### src/rtl/div_unit.sv
`default_nettype none
// ============================================================================
// Module      : div_unit
// Description : Iterative radix-2 restoring divider (signed/unsigned) for the
//               execute stage. One quotient bit per cycle; results feed HI/LO.
//               The caller stalls on busy and aborts with cancel on a flush.
// Parameters  : WIDTH  - operand/result width in bits (>= 4)
// Ports       : clk       in   clock, rising edge
//               rst       in   asynchronous active-high reset
//               start     in   request, sampled in IDLE or DONE
//               signed_op in   1 = signed (DIV), 0 = unsigned (DIVU)
//               cancel    in   abort operation in flight, wins over start
//               a, b      in   dividend / divisor, sampled with start
//               busy      out  high while iterating
//               done      out  one-cycle pulse, quot/rem just became valid
//               quot      out  quotient (LO), held until the next done
//               rem       out  remainder (HI), held until the next done
//               div_zero  out  divide-by-zero flag, qualified by done
// Macro       : DIV_ZERO_FAST_EN - when defined, a zero divisor completes in
//               one cycle and raises div_zero; otherwise div_zero is tied 0
//               and a zero divisor takes the normal latency.
// Revision    : 1.0 - initial release
// ============================================================================
module div_unit #(
    parameter int WIDTH = 32
) (
    input  logic             clk,
    input  logic             rst,
    input  logic             start,
    input  logic             signed_op,
    input  logic             cancel,
    input  logic [WIDTH-1:0] a,
    input  logic [WIDTH-1:0] b,
    output logic             busy,
    output logic             done,
    output logic [WIDTH-1:0] quot,
    output logic [WIDTH-1:0] rem,
    output logic             div_zero
);

    localparam int                 c_CNT_W    = $clog2(WIDTH + 1);
    localparam logic [c_CNT_W-1:0] c_CNT_INIT = c_CNT_W'(WIDTH);
    localparam logic [c_CNT_W-1:0] c_CNT_LAST = c_CNT_W'(1);

    typedef enum logic [1:0] {
        IDLE = 2'd0,
        RUN  = 2'd1,
        DONE = 2'd2
    } state_t;

    state_t             r_state;
    state_t             w_stateNext;
    logic [c_CNT_W-1:0] r_count;
    logic [WIDTH-1:0]   r_divisor;   // |b|
    logic [WIDTH-1:0]   r_work;      // dividend bits shifting out, quotient bits shifting in
    logic [WIDTH-1:0]   r_partRem;   // partial remainder, always < divisor (or < 2^(k) when b==0)
    logic               r_negQuot;
    logic               r_negRem;
    logic               r_bZero;

    logic               w_canLaunch;
    logic               w_launch;
    logic               w_bZero;
    logic               w_fastZero;
    logic               w_lastStep;
    logic [WIDTH-1:0]   w_absA;
    logic [WIDTH-1:0]   w_absB;
    logic [WIDTH:0]     w_shift;
    logic [WIDTH:0]     w_sub;
    logic               w_ge;
    logic [WIDTH-1:0]   w_remNext;
    logic [WIDTH-1:0]   w_workNext;
    logic [WIDTH-1:0]   w_quotFinal;
    logic [WIDTH-1:0]   w_remFinal;

    assign w_canLaunch = (r_state == IDLE) || (r_state == DONE);
    assign w_launch    = w_canLaunch && start && !cancel;
    assign w_bZero     = (b == '0);

`ifdef DIV_ZERO_FAST_EN
    assign w_fastZero = w_launch && w_bZero;
`else
    assign w_fastZero = 1'b0;
`endif

    assign w_lastStep = (r_state == RUN) && !cancel && (r_count == c_CNT_LAST);

    // Magnitudes; negating the most-negative value wraps to itself, which is
    // still the correct unsigned magnitude.
    assign w_absA = (signed_op && a[WIDTH-1]) ? -a : a;
    assign w_absB = (signed_op && b[WIDTH-1]) ? -b : b;

    // One restoring step on a WIDTH+1-bit partial remainder. Bit WIDTH of the
    // difference is a reliable borrow: for a nonzero divisor the shifted value
    // is < 2*divisor, and for a zero divisor the remainder never reaches bit
    // WIDTH-1 before the last shift.
    assign w_shift    = {r_partRem, r_work[WIDTH-1]};
    assign w_sub      = w_shift - {1'b0, r_divisor};
    assign w_ge       = !w_sub[WIDTH];
    assign w_remNext  = w_ge ? w_sub[WIDTH-1:0] : w_shift[WIDTH-1:0];
    assign w_workNext = {r_work[WIDTH-2:0], w_ge};

    // Sign fix-up. A zero divisor always reports all ones regardless of the
    // sign of a; the remainder naturally comes back as a.
    assign w_quotFinal = r_bZero   ? '1 : (r_negQuot ? -w_workNext : w_workNext);
    assign w_remFinal  = r_negRem  ? -w_remNext : w_remNext;

    assign busy = (r_state == RUN);
    assign done = (r_state == DONE);

    always_ff @(posedge clk or posedge rst) begin
        if (rst) begin
            r_state <= IDLE;
        end else begin
            r_state <= w_stateNext;
        end
    end

    always_comb begin
        w_stateNext = r_state;
        case (r_state)
            IDLE, DONE: begin
                if (w_launch) begin
                    w_stateNext = w_fastZero ? DONE : RUN;
                end else begin
                    w_stateNext = IDLE;
                end
            end
            RUN: begin
                if (cancel) begin
                    w_stateNext = IDLE;
                end else if (r_count == c_CNT_LAST) begin
                    w_stateNext = DONE;
                end
            end
            default: w_stateNext = IDLE;
        endcase
    end

    always_ff @(posedge clk or posedge rst) begin
        if (rst) begin
            r_count   <= '0;
            r_divisor <= '0;
            r_work    <= '0;
            r_partRem <= '0;
            r_negQuot <= 1'b0;
            r_negRem  <= 1'b0;
            r_bZero   <= 1'b0;
            quot      <= '0;
            rem       <= '0;
        end else if (w_fastZero) begin
            quot <= '1;
            rem  <= a;
        end else if (w_launch) begin
            r_count   <= c_CNT_INIT;
            r_divisor <= w_absB;
            r_work    <= w_absA;
            r_partRem <= '0;
            r_negQuot <= signed_op && (a[WIDTH-1] ^ b[WIDTH-1]);
            r_negRem  <= signed_op && a[WIDTH-1];
            r_bZero   <= w_bZero;
        end else if ((r_state == RUN) && !cancel) begin
            r_count   <= r_count - c_CNT_LAST;
            r_work    <= w_workNext;
            r_partRem <= w_remNext;
            if (w_lastStep) begin
                quot <= w_quotFinal;
                rem  <= w_remFinal;
            end
        end
    end

`ifdef DIV_ZERO_FAST_EN
    logic r_divZero;

    always_ff @(posedge clk or posedge rst) begin
        if (rst) begin
            r_divZero <= 1'b0;
        end else if (w_fastZero) begin
            r_divZero <= 1'b1;
        end else if (w_lastStep) begin
            r_divZero <= 1'b0;
        end
    end

    assign div_zero = r_divZero;
`else
    assign div_zero = 1'b0;
`endif

endmodule
`default_nettype wire

### config.mk
export PLATFORM = sky130hd
export DESIGN_NAME = div_unit
export DESIGN_NICKNAME = d
export VERILOG_FILES = /design/src/rtl/div_unit.sv
export SDC_FILE = /design/constraint.sdc
export NUM_CORES = 1
export LEC_CHECK = 0
export BUFFER_PORTS_ARGS = -buffer_cell sky130_fd_sc_hd__clkbuf_2
export CORE_ASPECT_RATIO = 0.75
export CORE_MARGIN = 2
export CORE_UTILIZATION = 55
export DETAILED_ROUTE_END_ITERATION = 8
export PLACE_DENSITY = 0.79
export SETUP_SLACK_MARGIN = 0.1
export SYNTH_ARGS = -nofsm -noshare
export SYNTH_HDL_FRONTEND = slang
export SYNTH_SLANG_ARGS = --single-unit
### constraint.sdc
create_clock -name clk -period 6.1 [get_ports clk]
set_input_delay 0.61 -clock clk [delete_from_list [all_inputs] [get_ports clk]]
set_output_delay 0.61 -clock clk [all_outputs]
set_load 0.02 [all_outputs]
# Yosys cells after proc, flatten, opt, wreduce, memory -nomap -nowiden
# Index checks and enable logic that the tools add are counted.
[totals] out_inout_bits=67 reg_bits=171 in_bits=69 elab_cells=53
[classes] eq_ne=4 mux=16 n_reduce_logical=15 addsub=6 n_bitwise=2
[op_table] cell="$mux 32" n=10
[op_table] cell="$neg 32->32" n=4
[op_table] cell="$sub 33x32->33" n=1
[op_table] cell="$logic_not 32->1" n=1
[op_table] cell="$mux 6" n=2
[op_table] cell="$logic_and 1x1->1" n=7
[op_table] cell="$eq 6x1->1 const B" n=1
[op_table] cell="$sub 6x1->6 const B" n=1
[op_table] cell="$mux 2" n=2
[op_table] cell="$pmux 2 s2" n=1
[op_table] cell="$ne 3x2->1 const B" n=1
[op_table] cell="$reduce_and 3->1" n=1
[op_table] cell="$eq 2x1->1 const B" n=1
[op_table] cell="$eq 2x2->1 const B" n=1
[op_table] cell="$logic_not 1->1" n=2
[op_table] cell="$logic_not 2->1" n=1
[op_table] cell="$reduce_bool 2->1" n=1
[op_table] cell="$reduce_or 2->1" n=1
[op_table] cell="$logic_or 1x1->1" n=1
[op_table] cell="$mux 1" n=1
[op_table] cell="$not 1->1" n=1
[op_table] cell="$xor 1x1->1" n=1

# Logic depth before layout (Yosys ltp)
# Gate-level depths: netlist of run 1.
[logic_depth] ltp_word=6 ltp_mapped=23

# Least setup slack after synthesis of run 1
# Ideal clock, no wire load.
[synth_timing] kind="reg-to-reg" start="register r_work[31]" end="register rem[24]" path_stages_with_launch=24 required_time_ns=5.970 arrival_time_ns=4.431 setup_slack_ns=1.539 period_less_slack_ns=4.561 path_cell_list="dfrtp_1 inv_1 ha_1 fa_1 nand2b_1 a211oi_2 o21ai_1 a211oi_4 o21a_2 nor2_8 inv_2 clkbuf_1 buf_2 nor2_1 a21oi_1 ha_1 nand2b_1 nor3_1 o21ai_0 o41ai_4 nand2_2 o41ai_2 xnor2_1 o21ai_1"
[synth_via] elab_chain_cells=4
[synth_rtl] item="start: declaration" line="55" rtl="logic [WIDTH-1:0] r_work;"
[synth_rtl] item="start signal: assignment" line="157" rtl="r_work <= w_absA;"
[synth_rtl] item="start signal: assignment" line="164" rtl="r_work <= w_workNext;"
[synth_rtl] item="$sub 33x32->33" line="98" rtl="assign w_sub = w_shift - {1'b0, r_divisor};"
[synth_rtl] item="$mux 32 (*)" line="100" rtl="assign w_remNext = w_ge ? w_sub[WIDTH-1:0] : w_shift[WIDTH-1:0];"
[synth_rtl] item="$neg 32->32" line="106" rtl="assign w_remFinal = r_negRem ? -w_remNext : w_remNext;"
[synth_rtl] item="$mux 32 (*)" line="106"
[synth_rtl] item="end signal: assignment" line="168" rtl="rem <= w_remFinal;"
[synth_rtl] item="end: declaration" line="37" rtl="output logic [WIDTH-1:0] rem,"
# Mark *: on every way between the ends. The rest lies on a longest branch, timed or not.
# A chain may end at the register's enable or synchronous reset.

# Worst setup path after layout of run 1
# Ends and elaborated chain as after synthesis.

==> results of run 1 <==
[metal layers]
layer  routed length, um  global-route usage [%]
met4                 366                   7.328
met1               16510                   49.76
met3                4298                   8.796
met2               13230                   41.74
met5                   0                       0
[stage by stage]
| step | hold WS (ps) | cells |
|---|---|---|
| 5_1_grt | 391.0 | 1827 |
| 6_report | 333.4 | 1827 |
| 3_5_place_dp | 462.2 | 1795 |
| 3_3_place_gp | 458.2 | 1795 |
| 2_1_floorplan | 449.8 | 1433 |
| 4_1_cts | 375.9 | 1827 |
[worst max-delay path by stage]
stage / cells past startpoint / endpoint / slack [ps]
after floorplan: 1 / quot[0] / 860
after global placement: 18 / rem[24] / 1150
after detailed placement: 20 / rem[24] / 950
after CTS: 20 / rem[24] / 960
after global routing: 20 / rem[26] / 410
final: 20 / rem[24] / 890
[critical path, stage by stage, from the launching register on]
cell	delay [ps]
dfrtp_1	420
inv_1	70
ha_1	200
fa_1	400
nand2b_1	200
a211oi_2	400
o21ai_1	220
a211oi_4	310
nor3_2	140
nor2_8	720
inv_2	150
a21oi_1	300
ha_1	240
nand2b_1	90
nor3_1	130
o21ai_0	160
o41ai_4	140
nand2_2	150
o41ai_2	400
xnor2_1	170
o21ai_1	70
[area by class of cell]
type / count / area (um2) / share of cell area [%]
multi-input combinational: 1134 / 7051 / 53.28
sequential: 171 / 4279 / 32.33
timing repair buffer: 142 / 730.7 / 5.521
clock buffer: 20 / 456.7 / 3.451
tap: 288 / 360.3 / 2.723
inverter: 60 / 230.2 / 1.740
clock inverter: 12 / 126.4 / 0.9549
[sequential cells by signal, summed over array words and instances, names as in the netlist]
name and count:
quot 32, r_divisor 32, r_partRem 32, r_work 32, rem 32, r_count 6, r_state 2, r_bZero 1
r_negQuot 1, r_negRem 1
[logic make-up (layout without fill, tap and decap cells)]
kind of cell | after synthesis | after routing
simple gates | 476 | 476
compound gates | 445 | 445
flops | 171 | 171
xor+xnor | 146 | 146
buf+inv | 128 | 234
fa+ha+maj | 39 | 39
mux | 27 | 27
other cells | 1 | 1
[power by group]
part,internal (mW),switching (mW)
Combinational,1.39,2.55
Clock,0.598,0.509
Sequential,1.47,0.415
[placed cells by master (no fill, tap or decap), drive strengths merged, types with 9 or more instances in the layout]
master / count
nor4: 22
nand2: 193
a21o: 10
inv: 67
a21oi: 98
o21ai: 197
a211oi: 10
o31ai: 26
dfrtp: 171
xor2: 67
and2: 14
nor2: 115
nor3: 29
clkbuf: 154
mux2i: 27
a31oi: 9
ha: 38
xnor2: 79
or4: 15
nand2b: 15
a22oi: 32
or3: 15
o41ai: 18
nand3: 20
==> impl_results.md, run 1 <==
- Vert. Die Dim: 130.9 um
- Adder-cell share of the synthesized area: 4.193%
- Die area: 22,690 um2
- Critical Path Source Type: flop
- Synth Area in XOR/XNOR: 10.82%
- Most frequent cell after synthesis: nand2_1
- CTS buffer count: 17
- Critical Path RT: 6400 ps
- YS warnings: 0
- Vias: 11,070
- CP Capture Type: flop
- Final setup viols: 0
- Final Hold Fails: 0
- Routed WL: 34,400 um
- Synth top area share: 36.21%
- Post-CTS Setup Bufs: 0
- Fmax: 0.1921 GHz
- Leakage power: 5.961 nW
- Synth area leader: dfrtp_1
- Reg2reg path depth: 20
- CTS clk-pin slew, worst paths: 70 ps
- Async set-reset flop share out of synthesis: 100.0%
- Layout area overhead: 12.00%
- Fill count: 1,845
- Tcrit/Tclk final: 85.36%
- Clock Path Buffers: 2
- # rows: 46
- Critical Path AT: 5510 ps
- Pre-CTS WS: 952.8 ps
- VDD IR max: 352.1 uV
- Simple-gate share of the synthesized area: 18.90%
- Hold/Removal Path Class: primary input to async pin
- I/O pins: 136
- Post-synth top flop: dfrtp_1
- Sequential fraction of the synthesis area: 36.21%
- Drt initial violations: 1,568
- Count of pins over their slew limit: 0
- Hpwl dp: 25,860 um
- RSZ-0062 raised after global routing: false
- Initial antenna violation count: 0
- Top cells by area, synth: dfrtp_1 (36%), o21ai_0 (7.8%), nand2_1 (6.1%)
- Drt pass-1 iters: 5
- H-tree depth: 4
- Syn avg cell area: 8.246 um2
- Largest family of logic cells by synthesized area: compound AO/OA/AOI/OAI gates
- GRT Util Overall: 31.49%
- NumNets Final: 1,634
- Sink Count: 171
- Die W: 173.3 um
- Worst setup path class: flop to flop
- R2R Path End: rem[24]
- Synthesized flop and latch total: 171
- Outcome: completed
- Final Skew: 15.83 ps
- Number of synthesized flops with an enable pin: 0
- Diodes inserted: 0
- Final Critical Period: 5207 ps
- Fin area: 13,230 um2
- Netlist cell types: 80
- Initial Util: 55.94%
- Total power draw: 6.929 mW
- Crit-path max FO: 55
- Worst R2R Setup Slack: 890 ps
- Power per cell area: 523.5 nW/um2
- Slew at the pin with the worst max-slew slack: 1076 ps
- Share of cells above drive strength 1: 13.39%
- Reg2reg start: r_work[31]
- Mux cell area share after synthesis: 2.287%
- Cell Area, Placed: 12,650 um2
- Setup WS post-layout: 893.2 ps
- Top post-synthesis cells by count: nand2_1 (191), o21ai_0 (185), dfrtp_1 (171), nor2_1 (114), a21oi_1 (95)
- DRT antenna net count: 0
- Synthesized area: 11,820 um2
- Drc violations: 0
- WL/cell: 18.83 um
- Vias per std cell: 6.059
- Later-pin clock latency in the skew report: 440 ps
- Global-route wire length before repair: 56,020 um
- Setup TNS: 0 ps
- Syn Inst Count: 1,433
- Slew HR: 28.25%
- Max-Cap Viols: 0
- Final Wtd Congestion: 0.9597
- CORE AREA: 21,120 um2
- Post-synthesis compound-gate area fraction: 23.33%
- Worst setup path startpoint: r_work[31]
- Layout Utilization: 62.65%
- Vias in the first global route: 10,260
- IO buf count: 134
- Post-cts sizing count: 0
- Syn nets: 1,541
- CTS Hold Bufs: 0
- Clk root buf: clkbuf_16
- GRT overflow: 0
- Largest net degree at the start of global routing: 99
- CTS tree: built
Power figures use the tool's default switching activity.
==> run 2, diff against run 1 <==
- ABC_AREA: not set -> 1
- PLACE_DENSITY: 0.79 -> 0.78
==> run 2 against run 1 <==
  * Hold slack lost 85 ps
  * Combinational power grew 52%
  * Sequential share of layout area decreased by 3.1 points
  * Synthesized cell count rose by 43%
  * First-iteration DRC count is 15% higher
  * Final area increased by 11%
  * Critical path depth grew 3
  * Clock power is essentially flat
==> impl_results.md, run 2 <==
- Setup TNS: 0 ps
- Syn nets: 2,160
- Final Critical Period: 4619 ps
- Critical Path AT: 4960 ps
- VDD IR max: 321.3 uV
- DRT antenna net count: 0
- Commonest non-fill, non-tap cell in the layout: nand2_1
- Slowest stage delay, CP: 490 ps
- Top cells by area, synth: dfrtp_1 (32%), nand2_1 (19%), inv_1 (9.1%)
- Synth Area in XOR/XNOR: 3.910%
- Diodes inserted: 0
- Fin area: 14,630 um2
- Slew HR: 27.44%
- Switching share of power: 56.67%
- Total power draw: 8.923 mW
- Synthesized flop and latch total: 171
- Sequential Power Share: 20.7%
- Critical path's most frequent cell: nand2_1
- Synth area leader: dfrtp_1
- Slew at the pin with the worst max-slew slack: 1088 ps
- Post-synthesis compound-gate area fraction: 11.27%
- Post-CTS Setup Bufs: 0
- CTS Hold Bufs: 0
- RSZ-0062 raised after global routing: false
- Slowest CP cell: nand2_4
- Min Hold Slack: 248.0 ps
- Simple-gate share of the synthesized area: 36.80%
- Die W: 183.0 um
- Vias: 13,650
- Worst setup path startpoint: r_partRem[21]
- Share of cells above drive strength 1: 11.32%
- I/O pins: 136
- Area of the multi-input gates: 7383 um2
- Vias in the first global route: 12,110
- Worst R2R Setup Slack: 1480 ps
- Cell Area, Placed: 14,040 um2
- Layout area overhead: 10.67%
- Most frequent cell after synthesis: nand2_1
- Vert. Die Dim: 138.2 um
- Final Hold Fails: 0
- Largest net degree at the start of global routing: 73
- Reg2reg start: r_partRem[21]
- Clock Path Buffers: 2
- Final Skew: 12.97 ps
- Layout Utilization: 61.49%
- Final setup viols: 0
- CP bufs+invs: 3
- YS warnings: 0
- Register cell area after layout: 4279 um2
- Vias per std cell: 5.522
- Die area: 25,300 um2
- Syn Inst Count: 2,052
- Power per cell area: 610.1 nW/um2
- Max-Cap Viols: 0
- Fill count: 2,318
- Largest family of logic cells by synthesized area: simple AND/OR/NAND/NOR gates
- Hold/Removal Path Class: primary input to async pin
- Later-pin clock latency in the skew report: 440 ps
- Crit-path max FO: 42
- Family with the most delay on the worst path: simple AND/OR/NAND/NOR gates
- WL/cell: 16.27 um
- CORE AREA: 23,790 um2
- IO buf count: 134
- Net Sw Power: 5.057 mW
- Critical Path RT: 6440 ps
- GRT overflow: 0
- Hpwl dp: 30,890 um
- Count of pins over their slew limit: 0
- Outcome: completed
- Leakage power: 8.197 nW
- NumNets Final: 2,260
- Drt pass-1 iters: 6
- P_int: 3.866 mW
- Drc violations: 0
- Pre-CTS WS: 1576 ps
- Sink Count: 171
- Logic pwr share: 67.0%
- Clk root buf: clkbuf_16
- Sequential fraction of the synthesis area: 32.38%
- Top post-synthesis cells by count: nand2_1 (667), inv_1 (320), nand3_1 (178), nor2_1 (178), dfrtp_1 (171)
- Synthesized area: 13,220 um2
- Initial Util: 55.56%
- Syn avg cell area: 6.441 um2
- Global-route wire length before repair: 64,430 um
- Tcrit/Tclk final: 75.71%
- CTS tree: built
- CTS clk-pin slew, worst paths: 80 ps
- # rows: 49
- Routed WL: 40,210 um
- Drt initial violations: 1,805
- Setup WS post-layout: 1481 ps
- CTS buffer count: 17
- Netlist cell types: 49
- Synth top area share: 32.38%
- Number of synthesized flops with an enable pin: 0
- CP Capture Type: flop
- Initial antenna violation count: 0
- Async set-reset flop share out of synthesis: 100.0%
- Worst setup path class: flop to flop
- Non-filler cells, final: 2,471
- Most frequent cells in the layout: nand2_1 (666), inv_1 (319), nor2_1 (177), nand3_1 (177), dfrtp_1 (171)
- Clock share of power: 12.3%
- Critical Path Source Type: flop
- CP Cell Sequence: ha_1 -> nand2_1 -> inv_2 -> nand2_1 -> nand2_1 -> inv_1 -> nand2_1 -> a21oi_4 -> nand3_2 -> nand2_4 -> ha_1 -> nand3_1 -> nor3_1 -> nand2_1 -> nor4_1 -> nand2_1 -> nor2_1 -> nand2_1 -> nand2_1 -> o21ai_0 -> xor2_1 -> o22ai_1 -> inv_1
- GRT Util Overall: 32.26%
- Mux cell area share after synthesis: 0%
- Post-cts sizing count: 0
- Final Wtd Congestion: 1.005
- Adder-cell share of the synthesized area: 3.749%
- H-tree depth: 4
- Fmax: 0.2165 GHz
- Post-synth top flop: dfrtp_1
- Inst Count DP: 2,439
==> run 2: cell count changes after synthesis, moves of 17 or more <==
cell      before  now
nand2_1      191  667
inv_1         59  320
nand3_1       20  178
o21ai_0      185   91
xnor2_1       79    9
nor2_1       114  178
a21oi_1       95   40
o22ai_1        1   50
a22oi_1       32    0
o221ai_1       0   30
mux2i_1       27    0
nand2_2        2   26
o31ai_1       25    4
xor2_1        67   50
==> run 2: kinds of logic after synthesis <==
kind of cell | count (synthesis)
AO/OA/AOI/OAI | 246
XOR/XNOR | 59
adder cells (fa/ha/maj) | 39
buffers and inverters | 395
flip-flops | 171
other | 1
AND/OR/NAND/NOR | 1141
==> run 2: area by class of cell <==
type                       instances  area share [%]
timing repair buffer             144           5.098
clock inverter                    14          0.9923
multi-input combinational       1486           50.48
sequential                       171           29.26
tap                              306           2.618
clock buffer                      18           3.003
inverter                         332           8.554
==> run 2: worst paths after layout <==
kind                       cells after the start          to
min in group clk                               1  r_count[3]
max in group asynchronous                      3   r_work[7]
setup / recovery                              23    quot[30]
hold reg to reg                                1  r_count[3]
setup reg to reg                              23    quot[30]
hold / removal                                 2    quot[27]
==> run 2: power by group through the flow <==
stage,Clock [mW],Combinational [mW],Sequential [mW]
6_report,1.10,5.98,1.85
5_1_grt,1.15,6.66,1.88
4_1_cts,1.10,5.80,1.82
3_5_place_dp,0,5.76,1.84
3_3_place_gp,0,5.66,1.83
2_1_floorplan,0,4.31,1.92
==> run 2: metal layers <==
layer | share of wire, % | up-vias | GRT usage [%] | wire (um)
li1 | - | 6721 | - | -
met1 | 49 | 6161 | 52.93 | 19640
met2 | 37 | 713 | 40.85 | 14720
met3 | 13 | 51 | 10.09 | 5316
met4 | 1.3 | 0 | 5.558 | 536
met5 | 0 | - | 0 | 0
